<file path="config.mk">
export PLATFORM = sky130hd
export DESIGN_NAME = register_operand_fetch_flat
export DESIGN_NICKNAME = d
export VERILOG_FILES = /design/src/rtl/core_pkg.sv /design/src/rtl/register_operand_fetch_if.sv /design/src/rtl/register_file_2r1w.sv /design/src/rtl/register_operand_fetch.sv /design/src/flat_wrapper.sv
export SDC_FILE = /design/constraint.sdc
export NUM_CORES = 1
export LEC_CHECK = 0
export CAP_MARGIN = 20
export CORE_MARGIN = 4
export CORE_UTILIZATION = 50
export CTS_CLUSTER_SIZE = 10
export DETAILED_ROUTE_END_ITERATION = 8
export DONT_BUFFER_PORTS = 1
export GPL_TIMING_DRIVEN = 0
export PLACE_DENSITY_LB_ADDON = 0.08
export SETUP_SLACK_MARGIN = 0.3
export SLEW_MARGIN = 20
export SYNTH_ARGS = -nofsm -noshare
export SYNTH_HDL_FRONTEND = slang
export SYNTH_SLANG_ARGS = --single-unit
export TNS_END_PERCENT = 20
</file>
<file path="constraint.sdc">
create_clock -name clk -period 5.45 [get_ports clk]
set_clock_uncertainty 0.2 [all_clocks]
set_input_delay 0.2725 -clock clk [delete_from_list [all_inputs] [get_ports clk]]
set_output_delay 0.2725 -clock clk [all_outputs]
set_load 0.05 [all_outputs]
</file>
<file path="src/rtl/core_pkg.sv">
// core_pkg: constants shared by the operand-fetch and writeback stages.
//   DATA_W   register / operand width
//   INDEX_W  register index width (2**INDEX_W registers)
//   CTRL_W   opcode width
//   LOAD, STORE  opcodes that travel through operand fetch untouched
package core_pkg;
    localparam int DATA_W  = 16;
    localparam int INDEX_W = 5;
    localparam int CTRL_W  = 4;

    localparam logic [CTRL_W-1:0] LOAD  = 4'b1100;
    localparam logic [CTRL_W-1:0] STORE = 4'b1110;
endpackage

</file>
<file path="src/rtl/register_operand_fetch_if.sv">
// register_operand_fetch_if: bundle of the writeback write port, the decode
// issue handshake and the execute pipeline-register outputs.
//   slave  : view of the operand-fetch stage itself
//   master : view of the surrounding pipeline (decode / writeback / execute)
interface register_operand_fetch_if;
    import core_pkg::*;

    // writeback -> register file
    logic [INDEX_W-1:0] write_index_rf;
    logic [DATA_W-1:0]  write_data_rf;
    logic               write_en_rf;
    // decode -> operand fetch
    logic               valid_id;
    logic [INDEX_W-1:0] src_a_index_id;
    logic [INDEX_W-1:0] src_b_index_id;
    logic [INDEX_W-1:0] dest_reg_index_id;
    logic               dest_reg_write_en_id;
    logic [CTRL_W-1:0]  control_id;
    logic               ready_id;
    // operand fetch -> execute
    logic               stall_ex;
    logic               valid_ex;
    logic [DATA_W-1:0]  operand_a_ex;
    logic [DATA_W-1:0]  operand_b_ex;
    logic [INDEX_W-1:0] dest_reg_index_ex;
    logic               dest_reg_write_en_ex;
    logic [CTRL_W-1:0]  control_ex;

    modport slave (
        input  write_index_rf, write_data_rf, write_en_rf,
        input  valid_id, src_a_index_id, src_b_index_id,
        input  dest_reg_index_id, dest_reg_write_en_id, control_id,
        output ready_id,
        input  stall_ex,
        output valid_ex, operand_a_ex, operand_b_ex,
        output dest_reg_index_ex, dest_reg_write_en_ex, control_ex
    );

    modport master (
        output write_index_rf, write_data_rf, write_en_rf,
        output valid_id, src_a_index_id, src_b_index_id,
        output dest_reg_index_id, dest_reg_write_en_id, control_id,
        input  ready_id,
        output stall_ex,
        input  valid_ex, operand_a_ex, operand_b_ex,
        input  dest_reg_index_ex, dest_reg_write_en_ex, control_ex
    );
endinterface

</file>
<file path="src/rtl/register_file_2r1w.sv">
// register_file_2r1w: 2**INDEX_W x DATA_W register file, one synchronous
// write port, two combinational read ports.
//   clk, reset          clock, synchronous active-high reset (clears all)
//   i_we/i_waddr/i_wdata write port; writes to index 0 are dropped
//   i_raddr_a/b          read indices
//   o_rdata_a/b          read data: r0 reads 0, a same-cycle write is bypassed
module register_file_2r1w #(
    parameter int DATA_W  = core_pkg::DATA_W,
    parameter int INDEX_W = core_pkg::INDEX_W
) (
    input  logic               clk,
    input  logic               reset,
    input  logic               i_we,
    input  logic [INDEX_W-1:0] i_waddr,
    input  logic [DATA_W-1:0]  i_wdata,
    input  logic [INDEX_W-1:0] i_raddr_a,
    input  logic [INDEX_W-1:0] i_raddr_b,
    output logic [DATA_W-1:0]  o_rdata_a,
    output logic [DATA_W-1:0]  o_rdata_b
);
    localparam int NUM_REGS = 1 << INDEX_W;

    logic [DATA_W-1:0] r_regs [NUM_REGS];

    always_ff @(posedge clk) begin
        if (reset) begin
            for (int i = 0; i < NUM_REGS; i++) r_regs[i] <= '0;
        end else if (i_we && i_waddr != '0) begin
            r_regs[i_waddr] <= i_wdata;
        end
    end

    // r0 check first so a writeback aimed at r0 can never leak through the bypass
    always_comb begin
        o_rdata_a = r_regs[i_raddr_a];
        if (i_raddr_a == '0)                   o_rdata_a = '0;
        else if (i_we && i_waddr == i_raddr_a) o_rdata_a = i_wdata;
    end

    always_comb begin
        o_rdata_b = r_regs[i_raddr_b];
        if (i_raddr_b == '0)                   o_rdata_b = '0;
        else if (i_we && i_waddr == i_raddr_b) o_rdata_b = i_wdata;
    end
endmodule

</file>
<file path="src/rtl/register_operand_fetch.sv">
// register_operand_fetch: operand-fetch stage. Reads two sources from the
// architectural register file (with writeback bypass), tracks in-flight
// destination writes in a pending scoreboard to block RAW/WAW hazards, and
// registers the issued instruction into a valid/stall pipeline register.
//   clk, reset  clock, synchronous active-high reset
//   bus         slave side of register_operand_fetch_if:
//               writeback port (_rf), decode handshake (_id, ready_id out),
//               execute pipeline register (_ex out, stall_ex in)
module register_operand_fetch #(
    parameter int DATA_W  = core_pkg::DATA_W,
    parameter int INDEX_W = core_pkg::INDEX_W,
    parameter int CTRL_W  = core_pkg::CTRL_W
) (
    input  logic                      clk,
    input  logic                      reset,
    register_operand_fetch_if.slave   bus
);
    localparam int NUM_REGS = 1 << INDEX_W;

    logic [DATA_W-1:0]   w_rd_a, w_rd_b;
    logic [NUM_REGS-1:0] r_pend, w_wb_clr, w_iss_set, w_pend_eff;
    logic                w_hazard, w_space, w_accept;

    logic                r_valid;
    logic [DATA_W-1:0]   r_op_a, r_op_b;
    logic [INDEX_W-1:0]  r_dest;
    logic                r_dest_we;
    logic [CTRL_W-1:0]   r_control;

    register_file_2r1w #(
        .DATA_W  (DATA_W),
        .INDEX_W (INDEX_W)
    ) u_rf (
        .clk       (clk),
        .reset     (reset),
        .i_we      (bus.write_en_rf),
        .i_waddr   (bus.write_index_rf),
        .i_wdata   (bus.write_data_rf),
        .i_raddr_a (bus.src_a_index_id),
        .i_raddr_b (bus.src_b_index_id),
        .o_rdata_a (w_rd_a),
        .o_rdata_b (w_rd_b)
    );

    // A writeback retiring this cycle already satisfies its waiters: mask it
    // out of the scoreboard so the blocked instruction issues on the bypass.
    always_comb begin
        w_wb_clr = '0;
        if (bus.write_en_rf) w_wb_clr[bus.write_index_rf] = 1'b1;
        w_pend_eff    = r_pend & ~w_wb_clr;
        w_pend_eff[0] = 1'b0;
    end

    assign w_hazard = w_pend_eff[bus.src_a_index_id]
                    | w_pend_eff[bus.src_b_index_id]
                    | (bus.dest_reg_write_en_id & w_pend_eff[bus.dest_reg_index_id]);
    assign w_space  = ~r_valid | ~bus.stall_ex;
    assign w_accept = ~reset & bus.valid_id & ~w_hazard & w_space;

    always_comb begin
        w_iss_set = '0;
        if (w_accept && bus.dest_reg_write_en_id && bus.dest_reg_index_id != '0)
            w_iss_set[bus.dest_reg_index_id] = 1'b1;
    end

    // Set is OR-ed after the clear so a new issue to rX outranks rX retiring.
    always_ff @(posedge clk) begin
        if (reset) r_pend <= '0;
        else       r_pend <= (r_pend & ~w_wb_clr) | w_iss_set;
    end

    always_ff @(posedge clk) begin
        if (reset) begin
            r_valid   <= 1'b0;
            r_op_a    <= '0;
            r_op_b    <= '0;
            r_dest    <= '0;
            r_dest_we <= 1'b0;
            r_control <= '0;
        end else if (w_accept) begin
            r_valid   <= 1'b1;
            r_op_a    <= w_rd_a;
            r_op_b    <= w_rd_b;
            r_dest    <= bus.dest_reg_index_id;
            r_dest_we <= bus.dest_reg_write_en_id;
            r_control <= bus.control_id;
        end else if (w_space) begin
            // bubble: only the valid bit drops, data fields keep their value
            r_valid   <= 1'b0;
        end
    end

    assign bus.ready_id             = w_accept;
    assign bus.valid_ex             = r_valid;
    assign bus.operand_a_ex         = r_op_a;
    assign bus.operand_b_ex         = r_op_b;
    assign bus.dest_reg_index_ex    = r_dest;
    assign bus.dest_reg_write_en_ex = r_dest_we;
    assign bus.control_ex           = r_control;
endmodule

</file>
<file path="src/flat_wrapper.sv">
// flat-port wrapper written by rule: the top's interface ports become plain ports
module register_operand_fetch_flat 
#(
    parameter int DATA_W  = core_pkg::DATA_W,
    parameter int INDEX_W = core_pkg::INDEX_W,
    parameter int CTRL_W  = core_pkg::CTRL_W
)
  (clk, reset, bus_write_index_rf, bus_write_data_rf, bus_write_en_rf, bus_valid_id, bus_src_a_index_id, bus_src_b_index_id, bus_dest_reg_index_id, bus_dest_reg_write_en_id, bus_control_id, bus_ready_id, bus_stall_ex, bus_valid_ex, bus_operand_a_ex, bus_operand_b_ex, bus_dest_reg_index_ex, bus_dest_reg_write_en_ex, bus_control_ex);
  register_operand_fetch_if bus_i ();
  input  logic clk;
  input  logic reset;
  input wire logic [$bits(bus_i.write_index_rf)-1:0] bus_write_index_rf;
  input wire logic [$bits(bus_i.write_data_rf)-1:0] bus_write_data_rf;
  input wire logic [$bits(bus_i.write_en_rf)-1:0] bus_write_en_rf;
  input wire logic [$bits(bus_i.valid_id)-1:0] bus_valid_id;
  input wire logic [$bits(bus_i.src_a_index_id)-1:0] bus_src_a_index_id;
  input wire logic [$bits(bus_i.src_b_index_id)-1:0] bus_src_b_index_id;
  input wire logic [$bits(bus_i.dest_reg_index_id)-1:0] bus_dest_reg_index_id;
  input wire logic [$bits(bus_i.dest_reg_write_en_id)-1:0] bus_dest_reg_write_en_id;
  input wire logic [$bits(bus_i.control_id)-1:0] bus_control_id;
  output wire logic [$bits(bus_i.ready_id)-1:0] bus_ready_id;
  input wire logic [$bits(bus_i.stall_ex)-1:0] bus_stall_ex;
  output wire logic [$bits(bus_i.valid_ex)-1:0] bus_valid_ex;
  output wire logic [$bits(bus_i.operand_a_ex)-1:0] bus_operand_a_ex;
  output wire logic [$bits(bus_i.operand_b_ex)-1:0] bus_operand_b_ex;
  output wire logic [$bits(bus_i.dest_reg_index_ex)-1:0] bus_dest_reg_index_ex;
  output wire logic [$bits(bus_i.dest_reg_write_en_ex)-1:0] bus_dest_reg_write_en_ex;
  output wire logic [$bits(bus_i.control_ex)-1:0] bus_control_ex;
  assign bus_i.write_index_rf = bus_write_index_rf;
  assign bus_i.write_data_rf = bus_write_data_rf;
  assign bus_i.write_en_rf = bus_write_en_rf;
  assign bus_i.valid_id = bus_valid_id;
  assign bus_i.src_a_index_id = bus_src_a_index_id;
  assign bus_i.src_b_index_id = bus_src_b_index_id;
  assign bus_i.dest_reg_index_id = bus_dest_reg_index_id;
  assign bus_i.dest_reg_write_en_id = bus_dest_reg_write_en_id;
  assign bus_i.control_id = bus_control_id;
  assign bus_ready_id = bus_i.ready_id;
  assign bus_i.stall_ex = bus_stall_ex;
  assign bus_valid_ex = bus_i.valid_ex;
  assign bus_operand_a_ex = bus_i.operand_a_ex;
  assign bus_operand_b_ex = bus_i.operand_b_ex;
  assign bus_dest_reg_index_ex = bus_i.dest_reg_index_ex;
  assign bus_dest_reg_write_en_ex = bus_i.dest_reg_write_en_ex;
  assign bus_control_ex = bus_i.control_ex;
  register_operand_fetch #(.DATA_W(DATA_W), .INDEX_W(INDEX_W), .CTRL_W(CTRL_W)) u_core (.clk(clk), .reset(reset), .bus(bus_i));
endmodule
</file>
### Word-level counts from Yosys, hierarchy flattened

Memories as Yosys holds them, arrays and structs flattened.
Cells that the tools add are included.

| operators by class | value |
|---|---|
| order comparisons | 6 |
| equal/unequal tests | 2 |
| muxes and demuxes | 26 |
| bitwise operators | 14 |
| reductions and logical operators | 13 |

Operators with widths:

| cell | number |
|---|---|
| 16-bit 2-to-1 mux | 5 |
| 32-bit 2-to-1 mux | 2 |
| 32-bit bitwise AND | 1 |
| 32-bit NOT | 1 |
| 32-bit bitwise OR | 1 |
| 5-bit by 6-bit < comparator with 1-bit output (second input constant) | 4 |
| 16-bit OR reduction | 1 |
| 1-bit binary-select mux with 5-bit select | 3 |
| 1-bit 2-to-1 mux | 13 |
| 1-bit demux with 5-bit select | 2 |
| 5-bit == test | 2 |
| 5-bit by 1-bit greater-or-equal comparator with 1-bit output (second input constant) | 2 |
| 5-bit logical NOT | 2 |
| 5-bit nonzero test | 2 |
| 1-bit logical AND | 7 |
| 5-bit 2-to-1 mux | 1 |
| 1-bit bitwise AND | 4 |
| 1-bit NOT | 4 |
| 1-bit bitwise OR | 3 |
| 2-bit nonzero test | 1 |

| word-level totals | value |
|---|---|
| bits in registers | 75 |
| bits in writable memories | 512 |
| bits of input ports | 46 |
| output and inout port bits | 44 |
| memories | 1 |

Memory list:

| memory | words | width | read ports | clocked after Yosys merged registers in | wr ports | line | source |
|---|---|---|---|---|---|---|---|
| u_core.u_rf.r_regs | 32 | 16 | 2 | 0 | 32 | register_file_2r1w.sv:23 | `logic [DATA_W-1:0] r_regs [NUM_REGS];` |

### Depth between registers and ports, before layout

| logic depth | value |
|---|---|
| depth in word-level cells | 18 |
| gate-level depth with buffers | 12 |
| mapped depth without buffers | 9 |

### Modules after synthesis

From an unflattened synthesis, not the netlist that was laid out.

| unflattened totals | value |
|---|---|
| cells, all modules | 2375 |
| area, all modules | 31808.0 µm² |

Modules (own cells, without submodules):

| module | times used | cells an instance | area each (µm²) |
|---|---|---|---|
| register_file_2r1w | 1 | 1847 | 27516.4 |
| register_operand_fetch | 1 | 528 | 4291.6 |

### Worst setup path before layout

No wires, ideal clock.

| path | value |
|---|---|
| path type | input-to-reg |
| start point | in bus_src_a_index_id[0] |
| end point | reg u_core.r_op_a[12], in the netlist u_core.bus.operand_a_ex[12] |
| library setup time | 0.116 ns |
| arrival | 2.818 ns |
| required time | 5.134 ns |
| path slack | 2.316 ns |
| cell stages on the path | 10 |
| path buffers | 3 |
| cell sequence | buf_2 buf_2 buf_1 mux4_2 mux4_2 mux2i_1 nand2_1 o211ai_1 nor3_1 a31o_2 |

| between the ends | value |
|---|---|
| word-level cells in the longest chain between the ends | 7 |
| elaborated cells on any way between the ends | 13 |

Ends and longest elaborated chain:

| element | line | source |
|---|---|---|
| start, declared | flat_wrapper.sv:16 | `input wire logic [$bits(bus_i.src_a_index_id)-1:0] bus_src_a_index_id;` |
| 1-bit binary-select mux with 5-bit select | register_operand_fetch.sv:54 | `assign w_hazard = w_pend_eff[bus.src_a_index_id]` |
| 1-bit 2-to-1 mux (implied by the code) | register_operand_fetch.sv:54 |  |
| 1-bit bitwise OR | register_operand_fetch.sv:55 | `\| w_pend_eff[bus.src_b_index_id]` |
| 1-bit bitwise OR | register_operand_fetch.sv:56 | `\| (bus.dest_reg_write_en_id & w_pend_eff[bus.dest_reg_index_id]);` |
| 1-bit NOT | register_operand_fetch.sv:58 | `assign w_accept = ~reset & bus.valid_id & ~w_hazard & w_space;` |
| 1-bit bitwise AND (2 in a row) | register_operand_fetch.sv:58 |  |
| end signal, assigned | register_operand_fetch.sv:82 | `r_op_a <= w_rd_a;` |
| end, declared | register_operand_fetch.sv:25 | `logic [DATA_W-1:0] r_op_a, r_op_b;` |

Several ways; a longest one is shown, not always the timed one. The select of a mux whose other input is x is not followed.
A chain may end at the register's enable or synchronous reset.

### Worst setup path in the final report

| path | value |
|---|---|
| start point | in bus_write_en_rf |
| end point | out bus_ready_id |

| between the ends | value |
|---|---|
| word-level cells in the longest chain between the ends | 10 |
| elaborated cells on any way between the ends | 15 |

Ends and longest elaborated chain:

| element | line | source |
|---|---|---|
| start, declared | flat_wrapper.sv:14 | `input wire logic [$bits(bus_i.write_en_rf)-1:0] bus_write_en_rf;` |
| 32-bit 2-to-1 mux (*) | register_operand_fetch.sv:49 | `if (bus.write_en_rf) w_wb_clr[bus.write_index_rf] = 1'b1;` |
| 32-bit NOT (*) | register_operand_fetch.sv:50 | `w_pend_eff = r_pend & ~w_wb_clr;` |
| 32-bit bitwise AND (*) | register_operand_fetch.sv:50 |  |
| 1-bit binary-select mux with 5-bit select (on tied branches) | register_operand_fetch.sv:54, register_operand_fetch.sv:55, register_operand_fetch.sv:56 |  |
| 1-bit 2-to-1 mux (on tied branches) | register_operand_fetch.sv:54, register_operand_fetch.sv:55, register_operand_fetch.sv:56 |  |
| 1-bit bitwise OR / 1-bit bitwise AND (equally long branches) | register_operand_fetch.sv:55, register_operand_fetch.sv:56 |  |
| 1-bit bitwise OR (*) | register_operand_fetch.sv:56 |  |
| 1-bit NOT (*) | register_operand_fetch.sv:58 |  |
| 1-bit bitwise AND (*) (2 in a row) | register_operand_fetch.sv:58 |  |
| end, declared | flat_wrapper.sv:21 | `output wire logic [$bits(bus_i.ready_id)-1:0] bus_ready_id;` |

Mark *: on every way between the ends. The rest lies on a longest branch, timed or not. The select of a mux whose other input is x is not followed.

==> flow_metrics.py <==
metrics = {
    "timing": {
        "finalHoldViolCount": 0,
        "fin_ws_ns": 0.639,
        "min_period_ns": 4.81,
        "rsz0062_at_grt": "false",
        "worstMarginPinSlew_ns": 1.28,
        "relSlewSlack_pct": 14.7,
        "drv_slew": 0,
        "fin_tns_setup_ns": 0,
        "clock.fmax_mhz": 208,
        "setup-violations-final": 0,
        "post-route-period-util_pct": 88.3,
    },
    "cells_and_area": {
        "num-fill-cells": 5099,
        "mostFrequentLayoutCell": "edfxtp_1",
        "design_area_mm2": 0.0359,
        "seqCellArea_mm2": 0.0169,
        "multiInputGateArea_mm2": 0.0142,
        "utilization_pct": 57.1,
        "final_cell_mix": "512 x edfxtp_1, 498 x and2_1, 322 x mux4_2",
        "drive_gt1_share_pct": 23.3,
        "area_delta_synth_final_pct": 13.3,
        "nets": 2383,
        "final_cells": 3228,
    },
    "run_status": {
        "status": "complete, no violations",
    },
    "yosys": {
        "synth-seq-cells": 586,
        "syn_area_mm2": 0.0317,
        "synthCells": 2196,
        "syn_avg_cell_area_um2": 14.4,
        "synth-edff-count": 512,
        "yosysSeqAreaShare_pct": 53.2,
        "synthFlopType": "edfxtp_1",
        "synthArstFlopShare_pct": 0,
        "synth_cell_type_count": 72,
        "ys_warn_count": 0,
    },
    "global_routing": {
        "grt_usage_pct": 34.8,
        "grt_overflow": 0,
        "grt_max_degree": 17,
        "grt_pass1_wl_um": 163000,
        "grt_pass1_vias": 21766,
        "antenna_found_initial": 5,
    },
    "worst_setup_path": {
        "cp.required_ns": 4.98,
        "cp-start-kind": "input port",
        "path_common_cell": "dlygate4sd3_1",
        "crit_slowest_cell": "dlygate4sd3_1",
        "path_cells": "dlygate4sd3_1, buf_6, nand4b_4, dlygate4sd3_1, o21ai_2, mux2i_1, a2111oi_1, o41ai_1, a211oi_1, nand2_1, buf_2, inv_1",
        "critPathMaxFanout": 10,
        "critical_path_class": "in -> out",
        "path_delay_family": "buffers and inverters",
        "cp_slowest_stage_delay_ns": 0.65,
        "worstPathArrival_ns": 4.34,
        "end_kind": "output pin",
        "cp.buffers_inverters": 5,
    },
    "floorplan": {
        "rows": 92,
        "initial_core_util_pct": 50.4,
        "die_w_um": 260,
        "die_area_mm2": 0.0674,
        "die_y_um": 260,
        "coreArea_mm2": 0.0629,
        "boundaryPins": 90,
    },
    "placement": {
        "place_area_mm2": 0.0335,
        "place_ws_ns": 0.939,
        "place_congestion": 1.02,
        "dp_hpwl_um": 86500,
        "numPortBuffers": 0,
        "place_inst": 3079,
    },
    "power_and_ir_drop": {
        "clockPowerShare_pct": 39.4,
        "combPwrFrac_pct": 13.7,
        "p_int_mw": 8.30,
        "powerDensity_mw_per_mm2": 315,
        "power.net_switching_mw": 2.99,
        "seqPwrFrac_pct": 46.9,
        "vdd_drop_max_mv": 0.242,
        "switching_share_pct": 26.5,
        "leakage_nw": 12.0,
    },
    "clock_network": {
        "cts_resized": 0,
        "clock-sinks": 586,
        "cts.reportedPaths.clkPinSlew_ns": 0.06,
        "insertion_delay_ns": 0.62,
        "clk_path_buf_depth": 3,
        "cts_made_buffers": 71,
        "h-tree-depth": 3,
        "cts_tree": "yes",
        "root_buffer": "clkbuf_16",
    },
    "detailed_routing": {
        "viasPerCell": 6.75,
        "routed_wl_um": 118000,
        "drtAntennaViolNets": 0,
        "wl_per_cell_um": 36.4,
        "drtPass1Iterations": 7,
        "drt-initial-drc-count": 2873,
        "route.vias.total": 21783,
        "drc": 0,
    },
    "worst_hold_path": {
        "hold_path.class": "in -> reg",
    },
    "run": {
        "cap_violations": 0,
    },
}
==> flip-flops by register name, indices dropped and copies added (netlist names) <==
name	count
u_core.bus.control_ex	4
u_core.bus.dest_reg_write_en_ex	1
u_core.bus.operand_b_ex	16
u_core.bus.operand_a_ex	16
u_core.u_rf.r_regs	512
u_core.bus.valid_ex	1
u_core.r_pend	31
u_core.bus.dest_reg_index_ex	5
==> what timing repair did <==
action | CTS | global route
endpoints found under the hold margin | 127 | 0
hold buffers | 31 | 0
buffers inserted | 0 | 0
==> power by group through the flow <==
stage / Sequential, mW / Clock, mW / Combinational (mW)
finish: 5.30 / 4.45 / 1.54
global route: 5.32 / 4.62 / 1.57
floorplan: 5.34 / 0 / 0.889
detailed placement: 5.39 / 0 / 1.48
CTS: 5.30 / 4.46 / 1.51
global placement: 5.38 / 0 / 1.41
==> routing by layer <==
layer	part of all wire, %	routed length, um	vias up	track usage (%)
met1	36	42600	11219	44.8
met2	47	55000	1452	55.1
met5	0.0094	11	-	0
met4	5.9	6880	2	17.8
li1	-	-	8837	-
met3	11	13100	273	8.96
==> worst register-to-register path: stages (launching register included) <==
cell and delay (ns):
dfxtp_1 0.31, mux2_2 0.29, a2111oi_0 0.46, a211oi_1 0.10, a2111oi_1 0.38, o41ai_1 0.21, a211oi_1 0.57, nand2_1 0.14
buf_2 0.25, inv_1 0.46, a22o_1 0.21
==> final timing paths <==
path	startpoint	to	slack, ns	depth (start not counted)
worst max register to register	u_core.r_pend[23]$_SDFF_PP0_	u_core.r_pend[27]$_SDFF_PP0_	1.80	10
worst min register to register	u_core.r_pend[21]$_SDFF_PP0_	u_core.r_pend[21]$_SDFF_PP0_	0.36	2
worst max-delay path	bus_write_en_rf	bus_ready_id	0.64	12
worst min-delay path	bus_write_index_rf[1]	u_core.r_pend[22]$_SDFF_PP0_	0.03	4
==> cell usage after synthesis (30+ instances only) <==
library cell	count	share of area (%)
o211ai_1	30	0.71
mux4_2	322	23
clkbuf_1	169	2.0
a21oi_1	34	0.54
nor2_1	45	0.53
nand2_1	70	0.83
and2_1	498	9.8
edfxtp_1	512	49
mux2i_1	38	1.2
a31o_2	31	0.86
buf_1	31	0.37
dfxtp_1	74	4.7
nor3_1	42	0.66
o21ai_0	70	1.1
==> cell families (layout without fill, tap and decap cells) <==
group / after synthesis / after routing / share of synthesized area, %
buffers and inverters: 238 / 404 / 2.99
multiplexers: 363 / 363 / 24.2
AO/OA/AOI/OAI: 245 / 245 / 5.26
flip-flops: 586 / 586 / 53.2
other: 1 / 21 / 0.0118
XOR/XNOR: 11 / 11 / 0.304
AND/OR/NAND/NOR: 752 / 752 / 14.0
==> through the flow <==
step | power, mW | hold slack, ns
after floorplan | 6.23 | 0.220
after global placement | 6.78 | 0.223
after detailed placement | 6.86 | 0.228
after CTS | 11.3 | 0.00166
after global routing | 11.5 | 0.0274
final | 11.3 | 0.0333
==> final cells by class <==
class | count | area share (%)
inverter | 13 | 0.136
buffer | 225 | 2.59
tap | 846 | 2.95
clock inverter | 8 | 0.227
timing repair buffer | 53 | 2.05
multi-input combinational | 1387 | 39.5
clock buffer | 105 | 5.57
sequential | 586 | 47.0
antenna | 5 | 0.0349
(Power assumes the default switching activity.)
